===== src/rtl/inst_queue_if.sv =====
// rtl/inst_queue_if.sv - fetch/issue handshake bundle between fetch, inst_queue and cur_inst
interface inst_queue_if #(
  parameter int ADDR_W = 3
);
  logic              in_valid;
  logic [31:0]       in_instr;
  logic              out_ready;
  logic [3:0]        in_ICC_flags;
  logic              in_fetch_req;
  logic              out_fetch_next;
  logic [5:0]        out_operator_type;
  logic [4:0]        out_reg_1;
  logic [4:0]        out_reg_2;
  logic [4:0]        out_reg_3;
  logic [3:0]        out_ICC_flags;
  logic [ADDR_W:0]   out_count;
  logic              out_drop;

  modport master (
    output in_valid, in_instr, in_ICC_flags, in_fetch_req,
    input  out_ready, out_fetch_next, out_operator_type, out_reg_1, out_reg_2,
           out_reg_3, out_ICC_flags, out_count, out_drop
  );

  modport slave (
    input  in_valid, in_instr, in_ICC_flags, in_fetch_req,
    output out_ready, out_fetch_next, out_operator_type, out_reg_1, out_reg_2,
           out_reg_3, out_ICC_flags, out_count, out_drop
  );
endinterface


===== src/rtl/inst_queue.sv =====
// rtl/inst_queue.sv - decoded SPARC format-3 instruction FIFO feeding cur_inst
// Optional INST_QUEUE_BYPASS_EN: forward a push straight to the fields when a request waits on an empty queue.
module inst_queue #(
  parameter int DEPTH  = 8,
  parameter int ADDR_W = 3
) (
  input  logic          clk,
  input  logic          rst,
  inst_queue_if.slave   bus
);
  typedef enum logic [1:0] {S_IDLE, S_WAIT, S_ISSUE} state_t;

  // entry packing: {op3[20:15], rs1[14:10], rs2[9:5], rd[4:0]}
  logic [20:0]       r_mem [DEPTH];
  logic [ADDR_W-1:0] r_wr_ptr;
  logic [ADDR_W-1:0] r_rd_ptr;
  logic [ADDR_W:0]   r_count;
  logic              r_prev_req;
  logic              r_drop;
  state_t            r_state;
  logic [5:0]        r_op3;
  logic [4:0]        r_rs1;
  logic [4:0]        r_rs2;
  logic [4:0]        r_rd;
  logic [3:0]        r_flags;

  state_t            w_next;
  logic              w_full;
  logic              w_empty;
  logic              w_fmt3;
  logic              w_push;
  logic              w_wr_en;
  logic              w_pop;
  logic              w_bypass;
  logic              w_issue;
  logic              w_req_edge;
  logic [20:0]       w_entry;
  logic [20:0]       w_issue_entry;

  assign w_full     = (r_count == (ADDR_W+1)'(DEPTH));
  assign w_empty    = (r_count == '0);
  assign w_fmt3     = (bus.in_instr[31:30] == 2'b10);
  assign w_push     = bus.in_valid & ~w_full & w_fmt3;
  assign w_req_edge = bus.in_fetch_req & ~r_prev_req;
  assign w_entry    = {bus.in_instr[24:19], bus.in_instr[18:14],
                       bus.in_instr[4:0], bus.in_instr[29:25]};

  always_comb begin
    w_next   = r_state;
    w_pop    = 1'b0;
    w_bypass = 1'b0;
    case (r_state)
      S_IDLE: begin
        if (w_req_edge) begin
          if (!w_empty) begin
            w_next = S_ISSUE;
            w_pop  = 1'b1;
          end else begin
            w_next = S_WAIT;
          end
        end
      end
      S_WAIT: begin
        // further request edges here fold into the one already pending
        if (!w_empty) begin
          w_next = S_ISSUE;
          w_pop  = 1'b1;
        end
`ifdef INST_QUEUE_BYPASS_EN
        else if (w_push) begin
          w_next   = S_ISSUE;
          w_bypass = 1'b1;
        end
`else
        else begin
          w_next = S_WAIT;
        end
`endif
      end
      S_ISSUE: w_next = S_IDLE;
      default: w_next = S_IDLE;
    endcase
  end

  assign w_issue       = (w_next == S_ISSUE);
  assign w_wr_en       = w_push & ~w_bypass;
  assign w_issue_entry = w_bypass ? w_entry : r_mem[r_rd_ptr];

  always_ff @(posedge clk) begin
    if (w_wr_en) begin
      r_mem[r_wr_ptr] <= w_entry;
    end
  end

  always_ff @(posedge clk) begin
    if (rst) begin
      r_state    <= S_IDLE;
      r_wr_ptr   <= '0;
      r_rd_ptr   <= '0;
      r_count    <= '0;
      r_prev_req <= 1'b0;
      r_drop     <= 1'b0;
      r_op3      <= '0;
      r_rs1      <= '0;
      r_rs2      <= '0;
      r_rd       <= '0;
      r_flags    <= '0;
    end else begin
      r_state    <= w_next;
      r_prev_req <= bus.in_fetch_req;
      r_drop     <= bus.in_valid & ~w_full & ~w_fmt3;
      if (w_wr_en) begin
        r_wr_ptr <= r_wr_ptr + 1'b1;
      end
      if (w_pop) begin
        r_rd_ptr <= r_rd_ptr + 1'b1;
      end
      case ({w_wr_en, w_pop})
        2'b10:   r_count <= r_count + 1'b1;
        2'b01:   r_count <= r_count - 1'b1;
        default: r_count <= r_count;
      endcase
      // fields are loaded on the edge entering ISSUE so they line up with the strobe
      if (w_issue) begin
        r_op3   <= w_issue_entry[20:15];
        r_rs1   <= w_issue_entry[14:10];
        r_rs2   <= w_issue_entry[9:5];
        r_rd    <= w_issue_entry[4:0];
        r_flags <= bus.in_ICC_flags;
      end
    end
  end

  assign bus.out_ready         = ~w_full;
  assign bus.out_fetch_next    = (r_state == S_ISSUE);
  assign bus.out_operator_type = r_op3;
  assign bus.out_reg_1         = r_rs1;
  assign bus.out_reg_2         = r_rs2;
  assign bus.out_reg_3         = r_rd;
  assign bus.out_ICC_flags     = r_flags;
  assign bus.out_count         = r_count;
  assign bus.out_drop          = r_drop;
endmodule


===== src/flat_wrapper.sv =====
// flat-port wrapper written by rule: the top's interface ports become plain ports
module inst_queue_flat 
#(
  parameter int DEPTH  = 8,
  parameter int ADDR_W = 3
)
  (clk, rst, bus_in_valid, bus_in_instr, bus_in_ICC_flags, bus_in_fetch_req, bus_out_ready, bus_out_fetch_next, bus_out_operator_type, bus_out_reg_1, bus_out_reg_2, bus_out_reg_3, bus_out_ICC_flags, bus_out_count, bus_out_drop);
  inst_queue_if #(.ADDR_W(ADDR_W)) bus_i ();
  input  logic clk;
  input  logic rst;
  input wire logic [$bits(bus_i.in_valid)-1:0] bus_in_valid;
  input wire logic [$bits(bus_i.in_instr)-1:0] bus_in_instr;
  input wire logic [$bits(bus_i.in_ICC_flags)-1:0] bus_in_ICC_flags;
  input wire logic [$bits(bus_i.in_fetch_req)-1:0] bus_in_fetch_req;
  output wire logic [$bits(bus_i.out_ready)-1:0] bus_out_ready;
  output wire logic [$bits(bus_i.out_fetch_next)-1:0] bus_out_fetch_next;
  output wire logic [$bits(bus_i.out_operator_type)-1:0] bus_out_operator_type;
  output wire logic [$bits(bus_i.out_reg_1)-1:0] bus_out_reg_1;
  output wire logic [$bits(bus_i.out_reg_2)-1:0] bus_out_reg_2;
  output wire logic [$bits(bus_i.out_reg_3)-1:0] bus_out_reg_3;
  output wire logic [$bits(bus_i.out_ICC_flags)-1:0] bus_out_ICC_flags;
  output wire logic [$bits(bus_i.out_count)-1:0] bus_out_count;
  output wire logic [$bits(bus_i.out_drop)-1:0] bus_out_drop;
  assign bus_i.in_valid = bus_in_valid;
  assign bus_i.in_instr = bus_in_instr;
  assign bus_i.in_ICC_flags = bus_in_ICC_flags;
  assign bus_i.in_fetch_req = bus_in_fetch_req;
  assign bus_out_ready = bus_i.out_ready;
  assign bus_out_fetch_next = bus_i.out_fetch_next;
  assign bus_out_operator_type = bus_i.out_operator_type;
  assign bus_out_reg_1 = bus_i.out_reg_1;
  assign bus_out_reg_2 = bus_i.out_reg_2;
  assign bus_out_reg_3 = bus_i.out_reg_3;
  assign bus_out_ICC_flags = bus_i.out_ICC_flags;
  assign bus_out_count = bus_i.out_count;
  assign bus_out_drop = bus_i.out_drop;
  inst_queue #(.DEPTH(DEPTH), .ADDR_W(ADDR_W)) u_core (.clk(clk), .rst(rst), .bus(bus_i));
endmodule

===== config.mk =====
export PLATFORM = sky130hd
export DESIGN_NAME = inst_queue_flat
export DESIGN_NICKNAME = d
export VERILOG_FILES = /design/src/rtl/inst_queue_if.sv /design/src/rtl/inst_queue.sv /design/src/flat_wrapper.sv
export SDC_FILE = /design/constraint.sdc
export NUM_CORES = 1
export LEC_CHECK = 0
export BUFFER_PORTS_ARGS = -buffer_cell sky130_fd_sc_hd__buf_2
export CORE_ASPECT_RATIO = 1.25
export CORE_UTILIZATION = 55
export CTS_BUF_LIST = sky130_fd_sc_hd__clkbuf_8
export CTS_CLUSTER_SIZE = 12
export DETAILED_ROUTE_END_ITERATION = 10
export PLACE_DENSITY_LB_ADDON = 0.05
export SETUP_SLACK_MARGIN = 0.15
export SKIP_CTS_REPAIR_TIMING = 1
export SLEW_MARGIN = 40
export SYNTH_ARGS = -nofsm -noshare
export SYNTH_HDL_FRONTEND = slang
export SYNTH_SLANG_ARGS = --single-unit

===== constraint.sdc =====
create_clock -name clk -period 5.1 [get_ports clk]
set_clock_uncertainty 0.1 [all_clocks]
set_input_delay 0.51 -clock clk [delete_from_list [all_inputs] [get_ports clk]]
set_output_delay 0.51 -clock clk [all_outputs]
set_load 0.05 [all_outputs]

; ---- After elaboration in Yosys (flattened, before gate mapping)
; Memory sizes are Yosys's and may differ from the RTL's. A register that Yosys moved wholly into a read port is not among the register bits.
; Index checks and enable logic that the tools add are counted.
[totals]
wordCells = 38
mem_bits_rw = 168
regBits = 18
out_inout_bits = 32
in_bits = 40
memories = 1
[mem_list]
columns = memory, depth, word_bits, read_ports, rd_clocked_by_memory_dff, wr, line_no
row1 = u_core.r_mem, 8, 21, 1, 1, 1, inst_queue.sv:14  ; logic [20:0] r_mem [DEPTH];
[classes]
addsub = 4
n_reduce_logical = 3
eq_ne = 7
bitwise_logic = 7
muxes = 9
[ops]
columns = cell, count
row1 = equality test 2 bit (second input constant), 4
row2 = one-hot mux 4 bit (2 select lines), 1
row3 = adder 3 x 1 -> 3 bit (second input constant), 2
row4 = adder 4 x 1 -> 4 bit (second input constant), 1
row5 = AND 1 bit, 4
row6 = equality test 2 x 1 -> 1 bit (second input constant), 2
row7 = equality test 4 bit (second input constant), 1
row8 = logical NOT 4 bit, 1
row9 = two-way mux 1 bit, 4
row10 = two-way mux 2 bit, 2
row11 = one-hot mux 2 bit (2 select lines), 1
row12 = subtractor 4 x 1 -> 4 bit (second input constant), 1
row13 = inverter 1 bit, 3
row14 = logical NOT 2 bit, 1
row15 = one-hot mux 1 bit (2 select lines), 1
row16 = nonzero test 2 bit, 1

; ---- Longest topological paths before layout
; Gate-level depths: netlist of run 1.
[depth]
depth_word = 6
mapped_depth = 10
ltp_nobuf = 9

; ---- Worst setup path after synthesis of run 1
; Ideal clock, no wire load.
[synth_timing]
path_type = flip-flop to flip-flop
startpoint = register u_core.r_count[0], in the netlist u_core.bus.out_count[0]
endpoint = memory u_core.r_mem[0][0] (enable)
arrival_ns = 3.275
n_path_buf = 1
setup_time_ns = 0.453
slack_ns = 1.272
path_stages_with_launch = 5
required_time_ns = 4.547
period_less_slack_ns = 3.828
path_cell_list = dfxtp_1 or4b_1 buf_6 nand3_4 nor4_1
[synth_between]
elab_chain_len = 6
[synth_rtl]
columns = item, line_no
row1 = "start, declared", inst_queue.sv:17  ; logic [ADDR_W:0] r_count;
row2 = "start signal, assigned", inst_queue.sv:119  ; 2'b10: r_count <= r_count + 1'b1;
row3 = "start signal, assigned", inst_queue.sv:120  ; 2'b01: r_count <= r_count - 1'b1;
row4 = "start signal, assigned", inst_queue.sv:121  ; default: r_count <= r_count;
row5 = equality test 4 bit, inst_queue.sv:40  ; assign w_full = (r_count == (ADDR_W+1)'(DEPTH));
row6 = inverter 1 bit, --
row7 = net bus_out_ready, flat_wrapper.sv:15  ; output wire logic [$bits(bus_i.out_ready)-1:0] bus_out_ready;
row8 = AND 1 bit (2 in a row), inst_queue.sv:43  ; assign w_push = bus.in_valid & ~w_full & w_fmt3;
row9 = two-way mux 1 bit, inst_queue.sv:90  ; if (w_wr_en) begin
row10 = two-way mux 1 bit (implied by the code), inst_queue.sv:91  ; r_mem[r_wr_ptr] <= w_entry;
row11 = "end, declared", inst_queue.sv:14
; The timed path passes the listed nets, and every way through them passes these cells.

; ---- Worst setup path in the final report of run 1
[layout_timing]
startpoint = register u_core.r_count[0], in the netlist u_core.bus.out_count[0]
endpoint = register u_core.r_count[3], in the netlist u_core.bus.out_count[3]
[layout_between]
elab_chain_len = 6
elab_cells_between_ends = 14
cone_classes = add/sub (2) / eq/ne (3) / mux (4) / bitwise (3) / reduce/logical (2)
[layout_rtl]
columns = item, line_no
row1 = logical NOT 4 bit / equality test 4 bit (equally long branches), "inst_queue.sv:41, inst_queue.sv:40"
row2 = two-way mux 1 bit / inverter 1 bit (equally long branches), "inst_queue.sv:55, inst_queue.sv:65, inst_queue.sv:43"
row3 = two-way mux 1 bit / AND 1 bit (equally long branches), "inst_queue.sv:54, inst_queue.sv:43"
row4 = one-hot mux 1 bit (2 select lines) / AND 1 bit (equally long branches), "inst_queue.sv:52, inst_queue.sv:43"
row5 = equality test 2 x 1 -> 1 bit / equality test 2 bit (equally long branches), inst_queue.sv:118  ; case ({w_wr_en, w_pop})
row6 = one-hot mux 4 bit (2 select lines) / nonzero test 2 bit (equally long branches), --
; Parallel ways exist; a longest one is shown, timed or not.
; A chain may end at the register's enable or synchronous reset.

==> impl_metrics.csv, run 1 <==
group,metric,value,unit
yosys,avgSynthCellArea,19.3,µm²
power_and_ir_drop,power_switching,0.00140,W
clocking,cts_max_level,1,
floorplanning,start_util,56.9,%
global_routing,grt_start_max_net_pins,41,
floorplanning,die_h,136,µm
detailed_routing,drt-vias-per-instance,5.74,
sta,fmax,335,MHz
sta,finalCritPeriodShare,58.6,%
status,status,"completed",
place,dp_hpwl,7950,µm
power_and_ir_drop,peakVddDrop,0.000551,V
power_and_ir_drop,leakage,3.09,nW
finish,multiInputGateArea,0.00198,mm²
yosys,synth-seq-area-share,73.5,%
finish,fin_area,0.00898,mm²
power_and_ir_drop,power.density,482,mW/mm²
power_and_ir_drop,clkPwrFrac,27.0,%
detailed_routing,ant_nets,0,
clocking,numCtsBuffers,31,
sta,final.min_clock_period,2.99,ns
sta,slew_violations,0,
finish,area_growth,13.3,%
worst_setup_path,critPathArrivalTime,3.35,ns
job,cap_violations,0,
yosys,synth-seq-cells,207,
clocking,path_clk_slew,0.06,ns
yosys,syn_area,0.00793,mm²
worst_setup_path,end_kind,"register",
finish,final_util,64.5,%
floorplanning,core-area,0.0139,mm²
clocking,clkSinkCount,207,
detailed_routing,drt-wirelength-per-cell,20.9,µm
sta,rsz0062_at_grt,"false",
yosys,yosysUniqueCellTypes,38,
floorplanning,ios,72,
worst_setup_path,crit_fanout,32,
sta,fin_setup_tns,0,ns
power_and_ir_drop,power_frac_comb,25.1,%
worst_setup_path,path_class,"register to register",
yosys,yosysWarnings,0,
place,io_buffers,62,
clocking,cts_root_buffer,"clkbuf_8",
global_routing,grt_pass1_vias,4184,
detailed_routing,drtIter0Drc,199,
floorplanning,die_area,0.0149,mm²
sta,hold_viol_final,0,
worst_setup_path,cp.required,5.46,ns
global_routing,overflow,0,
worst_hold_path,hold_path.class,"input port to register",
global_routing,antenna_found_initial,0,
power_and_ir_drop,p_seq_share,47.9,%
sta,tightest_slew,0.779,ns
global_routing,track_usage,20.7,%
place,place_congestion,0.694,
clocking,clock_latency,0.54,ns
finish,diodes,0,
yosys,syn_nets,457,
floorplanning,row_count,48,
clocking,clockBufferDepth,3,
clocking,cts_tree,"built",
yosys,syn_inst,411,
finish,drive_gt1_share,32.3,%
finish,seq_area,0.00583,mm²
place,placed_area,0.00844,mm²
power_and_ir_drop,swShare,32.3,%
worst_setup_path,worstSetupStartpointType,"register",
detailed_routing,drt_wl_total,14500,µm
detailed_routing,vias,3969,
sta,setup_viol,0,
detailed_routing,drc,0,
detailed_routing,drt-pass1-iter-count,4,
floorplanning,die_w,109,µm
sta,slew_headroom,48.0,%
finish,fillers,1031,
global_routing,grt_pass1_wl,22200,µm
finish,nets,538,
power_and_ir_drop,p_int,0.00293,W
## state kept, by name, summed over array words and instances, names as in the netlist
register and count:
u_core.r_mem 168, u_core.bus.out_operator_type 6, u_core.bus.out_reg_1 5, u_core.bus.out_reg_2 5, u_core.bus.out_reg_3 5, u_core.bus.out_ICC_flags 4
u_core.bus.out_count 4, u_core.r_rd_ptr 3, u_core.r_wr_ptr 3, u_core.r_state 2, u_core.bus.out_drop 1, u_core.r_prev_req 1
## Yosys cell counts
cell / n / area share [%]
buf_2: 6 / 0.38
a22oi_1: 19 / 1.8
buf_4: 6 / 0.57
a211oi_4: 1 / 0.25
nor2b_1: 2 / 0.16
nor2_1: 20 / 0.95
nor4_2: 1 / 0.16
mux2i_1: 27 / 3.4
dfxtp_1: 39 / 9.8
xnor2_1: 1 / 0.11
or4_1: 1 / 0.095
nand4_1: 2 / 0.16
clkbuf_1: 8 / 0.38
and2b_2: 1 / 0.11
nand3_4: 1 / 0.22
buf_1: 1 / 0.047
nand2_1: 2 / 0.095
edfxtp_1: 168 / 64
mux4_2: 42 / 12
a211oi_1: 2 / 0.19
nor3b_1: 1 / 0.095
fa_1: 1 / 0.25
buf_6: 2 / 0.28
clkbuf_8: 1 / 0.17
nand3_1: 1 / 0.063
or3_1: 1 / 0.079
or4b_1: 1 / 0.13
and3_1: 1 / 0.079
xor2_1: 4 / 0.44
ha_1: 5 / 0.79
nor3_1: 5 / 0.32
a21oi_1: 6 / 0.38
nand2b_1: 23 / 1.8
a31o_2: 1 / 0.11
nor4_1: 1 / 0.079
a21o_1: 1 / 0.095
inv_1: 5 / 0.24
o31ai_1: 1 / 0.095
## power by group through the flow
stage	logic [W]	registers, W	clock network [W]
2_1_floorplan	0.000609	0.00237	0
3_3_place_gp	0.00108	0.00211	0
3_5_place_dp	0.00110	0.00212	0
4_1_cts	0.00110	0.00208	0.00121
5_1_grt	0.00117	0.00210	0.00128
6_report	0.00109	0.00208	0.00117
## layout by cell type, fill, tap and decap left out, drive strengths merged
cell | Yosys | final
edfxtp | 168 | 168
buf | 15 | 72
mux4 | 42 | 42
dfxtp | 39 | 39
clkbuf | 9 | 32
mux2i | 27 | 27
nand2b | 23 | 23
nor2 | 20 | 20
a22oi | 19 | 19
clkinv | 0 | 16
inv | 5 | 14
a21oi | 6 | 6
ha | 5 | 5
nor3 | 5 | 5
xor2 | 4 | 4
a211oi | 3 | 3
nor4 | 2 | 2
nand4 | 2 | 2
nand2 | 2 | 2
nor2b | 2 | 2
nand3 | 2 | 2
or4b | 1 | 1
and2b | 1 | 1
xnor2 | 1 | 1
a21o | 1 | 1
nor3b | 1 | 1
or3 | 1 | 1
a31o | 1 | 1
and3 | 1 | 1
o31ai | 1 | 1
or4 | 1 | 1
fa | 1 | 1
clkinvlp | 0 | 1
## layout make-up
type                       count  area share, %
sequential                   207           64.9
multi-input combinational    175           22.1
clock buffer                  32           4.90
timing repair buffer          72           4.29
tap                          175           2.44
clock inverter                26           1.18
inverter                       5          0.209
## cell families (layout without fill, tap and decap cells)
| group | Yosys count | after routing | share of synthesized area [%] |
|---|---|---|---|
| DFF | 207 | 207 | 73.5 |
| muxes | 69 | 69 | 15.3 |
| and+or+nand+nor | 64 | 64 | 4.59 |
| AOI/OAI and AO/OA | 31 | 31 | 2.92 |
| buffers and inverters | 29 | 135 | 2.07 |
| adders and majority gates | 6 | 6 | 1.04 |
| xor gates and xnor gates | 5 | 5 | 0.552 |
## critical path, stage by stage, from the launching register on
cell and delay, ns:
dfxtp_1 0.37, nor4_2 0.47, a211oi_4 0.07, buf_4 0.30, ha_1 0.30, ha_1 0.33
a21oi_1 0.22, a21oi_1 0.11, or4_1 0.48, a21oi_1 0.15
## per-layer routing
layer	part of all wire [%]	track usage (%)	vias up	wire [µm]
met4	1.5	5.56	0	212
li1	-	-	1808	-
met2	52	36.3	95	7520
met1	41	26.4	2042	5990
met3	5.1	4.07	24	734
met5	0	0	-	0
## worst paths after layout
check                          startpoint                 endpoint  slack (ns)  depth (start not counted)
setup reg to reg  u_core.bus.out_count[0]  u_core.bus.out_count[3]        2.11                          9
setup / recovery  u_core.bus.out_count[0]  u_core.bus.out_count[3]        2.11                          9
hold reg to reg   u_core.bus.out_reg_2[1]  u_core.bus.out_reg_2[1]        0.38                          2
hold / removal           bus_in_fetch_req        u_core.r_prev_req        0.11                          2
## stage by stage
step           worst slack, ns  hold WS, ns  instances  power, W
6_report                  2.11        0.113        692   0.00433
5_1_grt                   1.90       0.0979        692   0.00454
4_1_cts                   2.14       0.0795        692   0.00439
3_5_place_dp              2.05        0.363        634   0.00321
3_3_place_gp              2.17        0.358        634   0.00319
2_1_floorplan             1.27        0.453        411   0.00298
No activity file was read; power rests on OpenSTA's default activity.
==> inputs of run 2 (changes only) <==
Clock period 5.1 ns to 3.1 ns, I/O delays scaled along.
==> impl_metrics.csv, run 2 (synthesis gave the netlist of run 1 again) <==
group,metric,value,unit
status,status,"completed",
finish,nets,570,
finish,layout_commonest_cell,"edfxtp_1",
place,io_buffers,62,
sta,rsz0062_at_grt,"false",
clocking,cts_max_level,1,
clocking,clockBufferDepth,3,
clocking,cts_root_buffer,"clkbuf_8",
worst_hold_path,hold_path.class,"input port to register",
detailed_routing,drc,0,
sta,tightest_slew,0.685,ns
floorplanning,die_w,109,µm
sta,fmax,353,MHz
worst_setup_path,path_common_cell,"a21oi_1",
worst_setup_path,cpLargestDelayFamily,"simple AND/OR/NAND/NOR gates",
sta,final.min_clock_period,2.83,ns
floorplanning,core-area,0.0139,mm²
worst_setup_path,crit_buf_inv,0,
floorplanning,die_area,0.0149,mm²
worst_setup_path,crit_fanout,7,
detailed_routing,drt-wirelength-per-cell,20.8,µm
job,cap_violations,0,
worst_setup_path,end_kind,"register",
global_routing,overflow,0,
clocking,clock_latency,0.54,ns
global_routing,track_usage,20.8,%
global_routing,grt_pass1_wl,22200,µm
power_and_ir_drop,power.density,776,mW/mm²
finish,largest_register_ffs,168,
sta,finalCritPeriodShare,91.4,%
worst_setup_path,slowest_delay,0.67,ns
power_and_ir_drop,power,0.00725,W
detailed_routing,drt-vias-per-instance,5.67,
sta,layout_setup_ws,0.268,ns
place,dp_hpwl,8170,µm
sta,fin_setup_tns,0,ns
worst_setup_path,cp.required,3.48,ns
finish,area_growth,17.7,%
floorplanning,start_util,56.9,%
clocking,path_clk_slew,0.07,ns
global_routing,antenna_found_initial,0,
worst_setup_path,path_class,"register to register",
finish,final_cell_mix,"168 x edfxtp_1, 62 x buf_2, 42 x mux4_2",
place,place_congestion,0.705,
global_routing,grt_pass1_vias,4036,
clocking,cts_tree,"built",
worst_setup_path,crit_chain,"or4b_1 -> nand3_4 -> ha_1 -> ha_1 -> a21oi_1 -> a21oi_1 -> or4_1 -> a21oi_1",
global_routing,grt_start_max_net_pins,40,
finish,final_util,67.0,%
worst_setup_path,cpMaxStageDelayCell,"or4b_1",
sta,whs,0.0316,ns
power_and_ir_drop,peakVddDrop,0.000676,V
finish,drive_gt1_share,30.9,%
worst_setup_path,worstSetupStartpointType,"register",
floorplanning,die_h,136,µm
worst_setup_path,critPathArrivalTime,3.21,ns
sta,slew_violations,0,
place,post-place-ws,0.319,ns
sta,slew_headroom,54.1,%
sta,hold_viol_final,0,
floorplanning,ios,72,
detailed_routing,drt-pass1-iter-count,4,
sta,setup_viol,0,
detailed_routing,drtIter0Drc,250,
finish,regMostFlops,"u_core.r_mem",
power_and_ir_drop,leakage,3.24,nW
clocking,clkSinkCount,207,
detailed_routing,ant_nets,0,
floorplanning,row_count,48,
finish,diodes,0,
clocking,numCtsBuffers,31,
detailed_routing,drt_wl_total,15000,µm
detailed_routing,vias,4097,
run 2: cell types whose count changed in the layout (fill, tap and decap cells not counted), sizes merged:
cell         change
clkinv           -2
bufinv           +1
dlygate4sd3     +27
buf              +5
clkbuf           -1
inv              +1
clkinvlp         -1
run 2: worst paths after layout:
path,from,end,slack (ns),cells after the start
worst min-delay path,bus_in_instr[31],u_core.bus.out_drop,0.03,3
worst max-delay path,u_core.bus.out_count[0],u_core.bus.out_count[3],0.27,8
worst max register to register,u_core.bus.out_count[0],u_core.bus.out_count[3],0.27,8
worst min register to register,u_core.bus.out_reg_3[2],u_core.bus.out_reg_3[2],0.37,2
run 2: layout make-up:
cell class | count | area [µm²]
timing repair buffer | 104 | 731
inverter | 5 | 18.8
sequential | 207 | 5830
tap | 175 | 219
clock buffer | 31 | 427
fill | 970 | 4600
multi-input combinational | 175 | 1990
clock inverter | 25 | 124
run 2: worst min-delay path, delay by kind of cell:
| kind | cells | cell delay, ns |
|---|---|---|
| buffers and inverters | 1 | 0.07 |
| and+or+nand+nor | 2 | 0.24 |
run 2: power breakdown:
group | switching (W) | internal (W) | total [W]
Combinational | 0.00118 | 0.000726 | 0.00190
Sequential | 0.000162 | 0.00320 | 0.00336
Clock | 0.000975 | 0.00101 | 0.00198
Total | 0.00231 | 0.00493 | 0.00725
run 2: stage by stage:
step,cells,area [µm²]
floorplan,411,7940
global placement,639,8510
detailed placement,639,8510
CTS,695,9060
global route,722,9330
finish,722,9330
run 2: routing by layer:
layer / routed length, µm / track usage [%]
met5: 0 / 0
met4: 231 / 6.30
met3: 771 / 3.74
met2: 7570 / 34.6
met1: 6470 / 28.2
==> inputs of run 3 (changes only) <==
Settings changed: CORE_ASPECT_RATIO 1.25 to 0.6.
==> impl_metrics.csv, run 3 (synthesis gave the netlist of run 1 again) <==
group,metric,value,unit
floorplanning,row_count,33,
worst_hold_path,hold_path.class,"input port to register",
floorplanning,die_h,95.0,µm
detailed_routing,drtIter0Drc,240,
sta,layout_setup_ws,0.362,ns
global_routing,grt_start_max_net_pins,40,
power_and_ir_drop,peakVddDrop,0.000421,V
worst_setup_path,cpLargestDelayFamily,"simple AND/OR/NAND/NOR gates",
place,io_buffers,62,
clocking,cts_max_level,1,
detailed_routing,m1WireLength,7040,µm
worst_setup_path,cp.required,3.48,ns
finish,largest_register_ffs,168,
place,placed_area,0.00854,mm²
detailed_routing,drc,0,
global_routing,antenna_found_initial,0,
finish,final_cell_mix,"168 x edfxtp_1, 62 x buf_2, 42 x mux4_2",
place,post-place-ws,0.280,ns
sta,hold_viol_final,0,
finish,layout_commonest_cell,"edfxtp_1",
sta,slew_headroom,51.3,%
sta,finalCritPeriodShare,88.3,%
finish,final_util,67.3,%
status,status,"completed",
worst_setup_path,worst-path-stages,8,
floorplanning,start_util,57.1,%
worst_setup_path,cp-startpoint,"u_core.bus.out_count[0]",
sta,rsz0062_at_grt,"false",
sta,fin_setup_tns,0,ns
finish,drive_gt1_share,31.9,%
worst_setup_path,path_class,"register to register",
finish,nets,569,
detailed_routing,wl_met2,7010,µm
finish,fin_area,0.00934,mm²
worst_setup_path,r2r_slack,0.36,ns
clocking,clkSinkCount,207,
worst_setup_path,critPathArrivalTime,3.12,ns
finish,area_growth,17.8,%
worst_setup_path,slowest_delay,0.61,ns
detailed_routing,drt-pass1-iter-count,5,
worst_setup_path,path_common_cell,"a21oi_1",
detailed_routing,ant_nets,0,
detailed_routing,vias,4077,
clocking,path_clk_slew,0.07,ns
sta,setup_viol,0,
detailed_routing,drt_wl_total,15300,µm
detailed_routing,drt-vias-per-instance,5.53,
worst_setup_path,crit_chain,"or4b_4 -> nand3_4 -> ha_1 -> ha_1 -> a21oi_1 -> a21oi_1 -> or4_1 -> a21oi_1",
sta,tightest_slew,0.729,ns
worst_setup_path,worstSetupStartpointType,"register",
floorplanning,core-area,0.0139,mm²
worst_setup_path,crit_buf_inv,0,
place,dp_hpwl,8440,µm
finish,regMostFlops,"u_core.r_mem",
sta,whs,0.0380,ns
power_and_ir_drop,power.density,771,mW/mm²
worst_setup_path,crit_fanout,7,
sta,slew_violations,0,
worst_setup_path,cpMaxStageDelayCell,"or4b_4",
global_routing,track_usage,21.5,%
worst_setup_path,end_kind,"register",
detailed_routing,routed-wl-met3,954,µm
worst_setup_path,reg2reg_to,"u_core.bus.out_count[3]",
worst_setup_path,crit_end,"u_core.bus.out_count[3]",
detailed_routing,drt-wirelength-per-cell,20.7,µm
worst_setup_path,r2r_cells,8,
global_routing,overflow,0,
clocking,clock_latency,0.55,ns
floorplanning,ios,72,
clocking,clockBufferDepth,3,
finish,diodes,0,
clocking,cts_tree,"built",
job,cap_violations,0,
place,place_congestion,0.746,
clocking,numCtsBuffers,29,
worst_setup_path,rr_startpoint,"u_core.bus.out_count[0]",
detailed_routing,dr.max_layer_used,"met4",
global_routing,grt_pass1_wl,23000,µm
sta,fmax,365,MHz
sta,final.min_clock_period,2.74,ns
global_routing,grt_pass1_vias,3971,
floorplanning,die_w,157,µm
clocking,cts_root_buffer,"clkbuf_8",
power_and_ir_drop,leakage,3.24,nW
floorplanning,die_area,0.0149,mm²
-- run 3: cell count changes in the layout (fill, tap and decap cells not counted) --
cell	previous run	this run
clkinv_1	11	4
clkinv_2	3	6
buf_4	12	13
bufinv_16	1	0
clkinvlp_4	0	1
inv_1	15	16
or4b_1	1	0
or4b_4	0	1
-- run 3: area by class of cell --
type                    instances  area, µm²
clock buffers                  31        427
clock inverters                22       93.8
fillers                       963       4540
inverters                       5       18.8
multi-input cells             175       1990
flip-flops and latches        207       5830
well taps                     192        240
repair buffers                105        738
-- run 3: report_power, final --
group          switching [W]  internal [W]  leakage [nW]  total (W)
combinational        0.00120      0.000739          1.09    0.00194
sequential          0.000166       0.00320          1.83    0.00336
clock               0.000968      0.000923         0.311    0.00189
-- run 3: metrics by stage --
step / std cells / power, W
finish: 737 / 0.00720
global route: 737 / 0.00755
CTS: 710 / 0.00725
detailed placement: 657 / 0.00535
global placement: 657 / 0.00531
floorplan: 411 / 0.00490
-- run 3: worst reg2reg max path, cell delays in order (launching register included) --
cell and delay, ns:
dfxtp_1 0.38, or4b_4 0.61, nand3_4 0.18, ha_1 0.23, ha_1 0.29, a21oi_1 0.18, a21oi_1 0.10, or4_1 0.47
a21oi_1 0.14
-- run 3: worst min-delay path by stage --
stage                                     from                               to  slack [ns]  cells after the start
6_report                      bus_in_instr[31]              u_core.bus.out_drop        0.04                      3
5_1_grt                       bus_in_instr[31]              u_core.bus.out_drop        0.05                      3
4_1_cts                    bus_in_ICC_flags[3]      u_core.bus.out_ICC_flags[3]       -0.12                      3
3_5_place_dp   u_core.bus.out_operator_type[4]  u_core.bus.out_operator_type[4]        0.36                      2
3_3_place_gp   u_core.bus.out_operator_type[4]  u_core.bus.out_operator_type[4]        0.36                      2
2_1_floorplan                 bus_in_instr[25]               u_core.r_mem[0][0]        0.31                      0
-- run 3: routing by layer --
metal	up-vias	track usage [%]
met4	0	5.80
li1	1859	-
met5	-	0
met3	29	4.82
met2	118	33.2
met1	2071	31.0
